File: src/rtl/imem_loader_pkg.sv
// Shared constants for the instruction-memory loader: FSM state codes,
// error codes and the default frame start marker.
package imem_loader_pkg;

    localparam logic [2:0] ST_IDLE  = 3'd0;
    localparam logic [2:0] ST_SYNC  = 3'd1;
    localparam logic [2:0] ST_LEN0  = 3'd2;
    localparam logic [2:0] ST_LEN1  = 3'd3;
    localparam logic [2:0] ST_DATA  = 3'd4;
    localparam logic [2:0] ST_WRITE = 3'd5;
    localparam logic [2:0] ST_CSUM  = 3'd6;

    localparam logic [1:0] ERR_NONE  = 2'b00;
    localparam logic [1:0] ERR_LEN   = 2'b01;
    localparam logic [1:0] ERR_CSUM  = 2'b10;
    localparam logic [1:0] ERR_ABORT = 2'b11;

    localparam logic [7:0] SYNC_BYTE_DEF = 8'hA5;

    // States in which the loader pulls a byte from the stream.
    function automatic logic state_takes_byte(input logic [2:0] st);
        return (st == ST_SYNC) || (st == ST_LEN0) || (st == ST_LEN1) ||
               (st == ST_DATA) || (st == ST_CSUM);
    endfunction

endpackage

File: src/rtl/imem_word_packer.sv
// Byte-to-word packer: places data bytes into little-endian lanes of a
// 32-bit word and keeps a running XOR checksum over every data byte.
module imem_word_packer
    import imem_loader_pkg::*;
(
    input  logic        clk,
    input  logic        rst,
    input  logic        clr,
    input  logic        load,
    input  logic [7:0]  byte_in,
    output logic [31:0] word,
    output logic [7:0]  csum,
    output logic        last_lane
);

    logic [1:0] lane;

    // Lane index, word assembly and checksum; clr starts a fresh frame.
    always_ff @(posedge clk or posedge rst) begin
        if (rst) begin
            lane <= 2'd0;
            word <= 32'd0;
            csum <= 8'd0;
        end else if (clr) begin
            lane <= 2'd0;
            word <= 32'd0;
            csum <= 8'd0;
        end else if (load) begin
            word[{lane, 3'b000} +: 8] <= byte_in;
            csum                      <= csum ^ byte_in;
            lane                      <= lane + 2'd1;
        end
    end

    assign last_lane = (lane == 2'd3);

endmodule

File: src/rtl/imem_loader.sv
// Instruction memory loader: parses a framed byte stream
// (SYNC, LEN_L, LEN_H, 4*N data bytes, CSUM), writes packed words to
// sequential RAM addresses and holds the core until a good image is in.
module imem_loader
    import imem_loader_pkg::*;
#(
    parameter int         ADDR_W    = 6,
    parameter logic [7:0] SYNC_BYTE = SYNC_BYTE_DEF
) (
    input  logic              clk,
    input  logic              rst,
    input  logic              start,
    input  logic              abort,
    input  logic              in_valid,
    input  logic [7:0]        in_data,
    output logic              in_ready,
    output logic              mem_we,
    output logic [ADDR_W-1:0] mem_addr,
    output logic [31:0]       mem_wdata,
    output logic              cpu_hold,
    output logic              busy,
    output logic              load_done,
    output logic              load_err,
    output logic [1:0]        err_code,
    output logic [ADDR_W:0]   words_loaded
);

    localparam logic [16:0] DEPTH = 17'd1 << ADDR_W;

    logic [2:0]  state;
    logic [15:0] len;
    logic [16:0] len_next;
    logic [16:0] words_inc;
    logic        xfer;
    logic        pk_clr;
    logic        pk_load;
    logic [31:0] pk_word;
    logic [7:0]  pk_csum;
    logic        pk_last;

    // Abort takes priority, so no byte is consumed in an aborting cycle.
    assign in_ready  = state_takes_byte(state) && !abort;
    assign xfer      = in_valid && in_ready;
    assign busy      = (state != ST_IDLE);
    assign mem_we    = (state == ST_WRITE) && !abort;
    assign mem_addr  = words_loaded[ADDR_W-1:0];
    assign mem_wdata = pk_word;

    assign len_next  = {1'b0, in_data, len[7:0]};
    assign words_inc = 17'(words_loaded) + 17'd1;

    assign pk_clr  = (state == ST_IDLE) && start;
    assign pk_load = (state == ST_DATA) && xfer;

    imem_word_packer u_packer (
        .clk       (clk),
        .rst       (rst),
        .clr       (pk_clr),
        .load      (pk_load),
        .byte_in   (in_data),
        .word      (pk_word),
        .csum      (pk_csum),
        .last_lane (pk_last)
    );

    // Frame FSM, word counter, core hold flag and result pulses.
    always_ff @(posedge clk or posedge rst) begin
        if (rst) begin
            state        <= ST_IDLE;
            len          <= 16'd0;
            words_loaded <= '0;
            cpu_hold     <= 1'b0;
            load_done    <= 1'b0;
            load_err     <= 1'b0;
            err_code     <= ERR_NONE;
        end else begin
            load_done <= 1'b0;
            load_err  <= 1'b0;
            if (state == ST_IDLE) begin
                if (start) begin
                    state        <= ST_SYNC;
                    cpu_hold     <= 1'b1;
                    err_code     <= ERR_NONE;
                    words_loaded <= '0;
                end
            end else if (abort) begin
                state    <= ST_IDLE;
                load_err <= 1'b1;
                err_code <= ERR_ABORT;
            end else begin
                case (state)
                    ST_SYNC: begin
                        if (xfer && in_data == SYNC_BYTE) state <= ST_LEN0;
                    end
                    ST_LEN0: begin
                        if (xfer) begin
                            len[7:0] <= in_data;
                            state    <= ST_LEN1;
                        end
                    end
                    ST_LEN1: begin
                        if (xfer) begin
                            len[15:8] <= in_data;
                            if (len_next > DEPTH) begin
                                state    <= ST_IDLE;
                                load_err <= 1'b1;
                                err_code <= ERR_LEN;
                            end else if (len_next == 17'd0) begin
                                state <= ST_CSUM;
                            end else begin
                                state <= ST_DATA;
                            end
                        end
                    end
                    ST_DATA: begin
                        if (xfer && pk_last) state <= ST_WRITE;
                    end
                    ST_WRITE: begin
                        words_loaded <= words_inc[ADDR_W:0];
                        state        <= (words_inc == {1'b0, len}) ? ST_CSUM : ST_DATA;
                    end
                    ST_CSUM: begin
                        if (xfer) begin
                            state <= ST_IDLE;
                            if (in_data == pk_csum) begin
                                load_done <= 1'b1;
                                cpu_hold  <= 1'b0;
                            end else begin
                                load_err <= 1'b1;
                                err_code <= ERR_CSUM;
                            end
                        end
                    end
                    default: state <= ST_IDLE;
                endcase
            end
        end
    end

endmodule

File: config.mk
export PLATFORM = sky130hd
export DESIGN_NAME = imem_loader
export DESIGN_NICKNAME = d
export VERILOG_FILES = /design/src/rtl/imem_loader_pkg.sv /design/src/rtl/imem_word_packer.sv /design/src/rtl/imem_loader.sv
export SDC_FILE = /design/constraint.sdc
export NUM_CORES = 1
export LEC_CHECK = 0
export ABC_AREA = 0
export CAP_MARGIN = 25
export CORE_AREA = 2 2 86 88
export CTS_BUF_LIST = sky130_fd_sc_hd__clkbuf_4 sky130_fd_sc_hd__clkbuf_8 sky130_fd_sc_hd__clkbuf_16
export CTS_CLUSTER_DIAMETER = 50
export CTS_CLUSTER_SIZE = 30
export DETAILED_ROUTE_END_ITERATION = 6
export DIE_AREA = 0 0 88 90
export GPL_ROUTABILITY_DRIVEN = 0
export HOLD_SLACK_MARGIN = 0.06
export PLACE_DENSITY = 0.89
export SYNTH_ARGS = -nofsm -noshare
export SYNTH_HDL_FRONTEND = slang
export SYNTH_SLANG_ARGS = --single-unit
File: constraint.sdc
create_clock -name clk -period 2.9 [get_ports clk]
set_input_delay 0.58 -clock clk [delete_from_list [all_inputs] [get_ports clk]]
set_output_delay 0.58 -clock clk [all_outputs]
set_load 0.02 [all_outputs]
## Word-level counts from Yosys, hierarchy flattened

Cells that the tools add are included.

| storage, ports and cells | value |
|---|---|
| bits in registers | 73 |
| bits of input ports | 13 |
| logic and storage cells | 115 |

| operators by class | value |
|---|---|
| add/subtract/negate cells | 3 |
| magnitude comparators | 1 |
| eq/ne operators | 19 |
| shift-type cells | 2 |
| muxes and demuxes | 49 |
| bitwise logic cells | 3 |
| reduce and logical (&&, ||, !) cells | 27 |

Operator list:

| kind | count |
|---|---|
| $mux 32 | 2 |
| $bwmux 32 | 1 |
| $shift 8x7->32 const A | 1 |
| $shiftx 8x7->32 | 1 |
| $mux 7 | 4 |
| $mux 3 | 9 |
| $mux 2 | 11 |
| $pmux 3 s6 | 1 |
| $logic_not 17->1 | 1 |
| $mux 1 | 17 |
| $eq 8x16->1 | 1 |
| $gt 16x7->1 const B | 1 |
| $mux 8 | 2 |
| $ne 4x3->1 const B | 4 |
| $reduce_and 6->1 | 2 |
| $reduce_bool 2->1 | 5 |
| $eq 3x3->1 const B | 3 |
| $add 7x1->8 const B | 1 |
| $eq 8x8->1 | 1 |
| $eq 8x8->1 const B | 1 |
| $ne 4x2->1 const B | 2 |
| $reduce_and 4->1 | 2 |
| $xor 8x8->8 | 1 |
| $logic_and 1x1->1 | 7 |
| 18 further kinds | 23 |

## Longest topological paths before layout

| depth | value |
|---|---|
| word-level depth | 12 |
| depth in mapped cells | 8 |
| gate-level depth less buffers | 7 |

## By module

From an unflattened synthesis, not the netlist that was laid out.

| unflattened totals | value |
|---|---|
| cells, all modules | 368 |
| area, all modules | 3895.0 µm² |

By module, submodules not included:

| module | times used | cells each | area an instance (µm²) | seq. area each (µm²) |
|---|---|---|---|---|
| imem_word_packer | 1 | 168 | 1981.9 | 1051.0 |
| imem_loader | 1 | 200 | 1913.1 | 775.7 |

## Worst setup path after synthesis

OpenSTA, ideal clock, no wires.

| timing | value |
|---|---|
| path kind | input -> output |
| from | in abort |
| to | out mem_we |
| arrival | 1.433 ns |
| data required time | 2.320 ns |
| slack | 0.887 ns |
| stages on the path | 4 |
| buffers on the path | 2 |
| cells stage by stage | clkbuf_1 > or3_1 > clkbuf_1 > inv_2 |

| on the way | value |
|---|---|
| longest elaborated chain between the ends | 2 |

RTL lines:

| element | line | text |
|---|---|---|
| start: declaration | imem_loader.sv:13 | `input logic abort,` |
| $logic_not 1->1 | imem_loader.sv:45 | `assign mem_we = (state == ST_WRITE) && !abort;` |
| $logic_and 1x1->1 | imem_loader.sv:45 |  |
| end: declaration | imem_loader.sv:17 | `output logic mem_we,` |

No other way between the ends.

## Worst setup path in the final report

| timing | value |
|---|---|
| from | reg state[0] |
| to | out mem_we |

| on the way | value |
|---|---|
| longest elaborated chain between the ends | 2 |

RTL lines:

| element | line | text |
|---|---|---|
| start: declaration | imem_loader.sv:30 | `logic [2:0] state;` |
| start signal: assignment | imem_loader.sv:120 | `state <= (words_inc == {1'b0, len}) ? ST_CSUM : ST_DATA;` |
| $eq 3x3->1 | imem_loader.sv:45 |  |
| $logic_and 1x1->1 | imem_loader.sv:45 |  |

No other way between the ends.

==> flow_metrics.py <==
metrics = {
    "cts": {
        "insertion_delay_ps": 350,
        "clock_sinks": 73,
        "cts.repair.resized": 0,
        "post_cts_buffers": 0,
        "cts_root_buf": "clkbuf_8",
        "cts_buffer_depth": 2,
        "clkTransAtPathRegs_ps": 80,
        "postCtsHoldBufs": 0,
        "tritoncts": "done",
        "cts_buffers": 9,
        "htreeDepth": 3,
    },
    "global_routing": {
        "overflow": 0,
        "grt_max_degree": 74,
        "track_usage": 0.239,
        "antenna_found_initial": 0,
        "grt_pass1_vias": 2970,
        "grt_first_pass_wirelength_um": 14700,
    },
    "drt": {
        "detail_route.wl_per_cell_um": 16.7,
        "ant_nets": 0,
        "drtIter0Drc": 212,
        "dr.pass1.iters": 4,
        "totalWireLength_um": 8820,
        "viasPerCell": 5.68,
        "drc": 0,
        "vias": 2998,
    },
    "synth": {
        "synth_ff_type": "dfrtp_1",
        "syn_avg_cell_area_um2": 10.2,
        "synthCells": 358,
        "netlist.area_leader.share": 0.501,
        "synth_edf_count": 0,
        "syn-cell-area_um2": 3650,
        "synthArstFlopShare": 1.00,
        "ys_types": 44,
        "synth_most_common_cell": "dfrtp_1",
        "yosys.area.top_type": "dfrtp_1",
        "synth_nets": 377,
        "yosys_warnings": 0,
        "yosys-top-cells-count": "73 x dfrtp_1, 41 x nand2_1, 29 x nor2_1",
        "ys_seq_area_frac": 0.501,
        "ys_seq_elements": 73,
        "ys_top_cells_by_area": "dfrtp_1 50%, a22o_1 5.3%, mux2_2 4.9%, xor2_1 4.8%, nand2_1 4.2%",
    },
    "power_and_ir_drop": {
        "vdd_ir_drop_max_mv": 0.517,
        "power.total_mw": 3.19,
        "p_per_area_nw_per_um2": 686,
        "leakagePower_nw": 2.07,
    },
    "timing": {
        "setup_ws_ps": 111,
        "slew_headroom": 0.400,
        "finalCritPeriodShare": 0.962,
        "period_minus_slack_ps": 2790,
        "worst_slew_pin_slew_ps": 899,
        "fmaxAchievable_mhz": 359,
        "hold_violations": 0,
        "hold_slack_ps": 491,
        "skew_ps": 11.4,
        "tns_ps": 0,
        "rsz0062_at_grt": "no",
        "setup_viol": 0,
        "slew_violations": 0,
    },
    "worst_setup_path": {
        "r2r-end": "u_packer.word[17]$_DFFE_PP0P_",
        "cp.required_ps": 2320,
        "reg2reg_setup_slack_ps": 640,
        "critPathArrivalTime_ps": 2210,
        "cp_slowest_cell": "clkdlybuf4s50_1",
        "path_buf_inv": 2,
        "slowest_delay_ps": 600,
        "rr_startpoint": "state[0]$_DFFE_PP0P_",
        "path_max_fanout": 10,
        "critPathTopFamily": "buffers and inverters",
        "cp-start-kind": "flop",
        "end_kind": "output port",
        "crit_path_start": "state[0]$_DFFE_PP0P_",
        "crit_chain": "nand2_1 > or3_1 > inv_2 > clkdlybuf4s50_1",
        "r2r_cells": 5,
        "cp.depth": 4,
        "critPathKind": "flop to output port",
        "cp-endpoint": "mem_we",
    },
    "flow_run": {
        "max_cap_violations": 0,
    },
    "floorplanning": {
        "fp.dieW_um": 88,
        "ios": 66,
        "die_area_um2": 7920,
        "num_rows": 31,
        "core_area_um2": 7020,
        "die_h_um": 90,
        "start_util": 0.520,
    },
    "cells_and_area": {
        "fin_area_um2": 4650,
        "n_fill_cell": 508,
        "nNetsFinal": 443,
        "synthToLayoutAreaGrowth_pct": 27.4,
        "drive_above_1_share": 0.140,
        "postLayoutCoreUtil": 0.662,
        "diodes": 0,
        "fin_cells": 528,
    },
    "run_status": {
        "outcome": "finished clean",
    },
    "place": {
        "dp_hpwl_um": 6390,
        "pre_cts_slack_ps": 222,
        "placed_area_um2": 4440,
        "place_inst": 512,
        "port-buffer-count": 65,
    },
    "worst_hold_path": {
        "min_path_type": "flop to flop",
    },
}
## power by group
part           internal (mW)  switching (mW)
logic                  0.459           0.553
clock network          0.435           0.388
registers               1.20           0.158
total                   2.09            1.10
## cell usage in the layout (no fill, tap or decap), drive strengths merged, types with 6 or more instances in the layout
cell type / instances
xor2: 20
nor4: 10
ha: 6
buf: 20
nor2: 29
clkdlybuf4s50: 65
inv: 9
nor3: 7
dfrtp: 73
nand2: 42
a21oi: 14
nand3: 8
clkbuf: 11
a22o: 22
o21ai: 24
mux2: 16
## worst min path at each step
stage	slack, ps	depth (start not counted)	to	start
final	490	2	u_packer.word[1]$_DFFE_PP0P_	u_packer.word[1]$_DFFE_PP0P_
after global routing	530	1	u_packer.word[13]$_DFFE_PP0P_	u_packer.word[13]$_DFFE_PP0P_
after CTS	500	2	u_packer.word[5]$_DFFE_PP0P_	u_packer.word[5]$_DFFE_PP0P_
after detailed placement	480	2	u_packer.word[5]$_DFFE_PP0P_	u_packer.word[5]$_DFFE_PP0P_
after global placement	470	2	u_packer.word[3]$_DFFE_PP0P_	u_packer.word[3]$_DFFE_PP0P_
after floorplan	480	1	len[14]$_DFFE_PP0P_	len[14]$_DFFE_PP0P_
## cells by family (layout without fill, tap and decap cells)
group / after synthesis / in the layout / share of synthesized area
AND/OR/NAND/NOR: 121 / 121 / 0.173
AO/OA/AOI/OAI: 78 / 78 / 0.145
flip-flops: 73 / 73 / 0.501
buffers and inverters: 38 / 109 / 0.0476
XOR/XNOR: 24 / 24 / 0.0576
multiplexers: 18 / 18 / 0.0549
adder cells (fa/ha/maj): 6 / 6 / 0.0206
## sequential cells by signal, indices dropped and copies added (netlist names)
name and cells:
state 3, u_packer.word 32, u_packer.csum 8, err_code 2, load_err 1, words_loaded 7
len 16, cpu_hold 1, load_done 1, u_packer.lane 2
## worst register-to-register path: cells and delay by family, from the launching register on
family          cells  cell delay (ps)
compound gates      1              250
buf+inv             1              240
simple gates        3             1200
flops               1              520
## per-layer routing
metal,vias up,GRT usage,part of all wire
li1,1389,-,-
met1,1476,0.324,0.43
met2,105,0.368,0.49
met3,28,0.0496,0.049
met4,0,0.106,0.031
met5,-,0,0
## cell type report
class                           instances  area [um2]  share of cell area
Sequential cell                        73        1830               0.393
Inverter                                8        30.0             0.00646
Clock buffer                           11         145              0.0312
Tap cell                               99         124              0.0266
Timing Repair Buffer                   85         813               0.175
Clock inverter                          5        62.6              0.0135
Multi-Input combinational cell        247        1650               0.355
(Power assumes the default switching activity.)
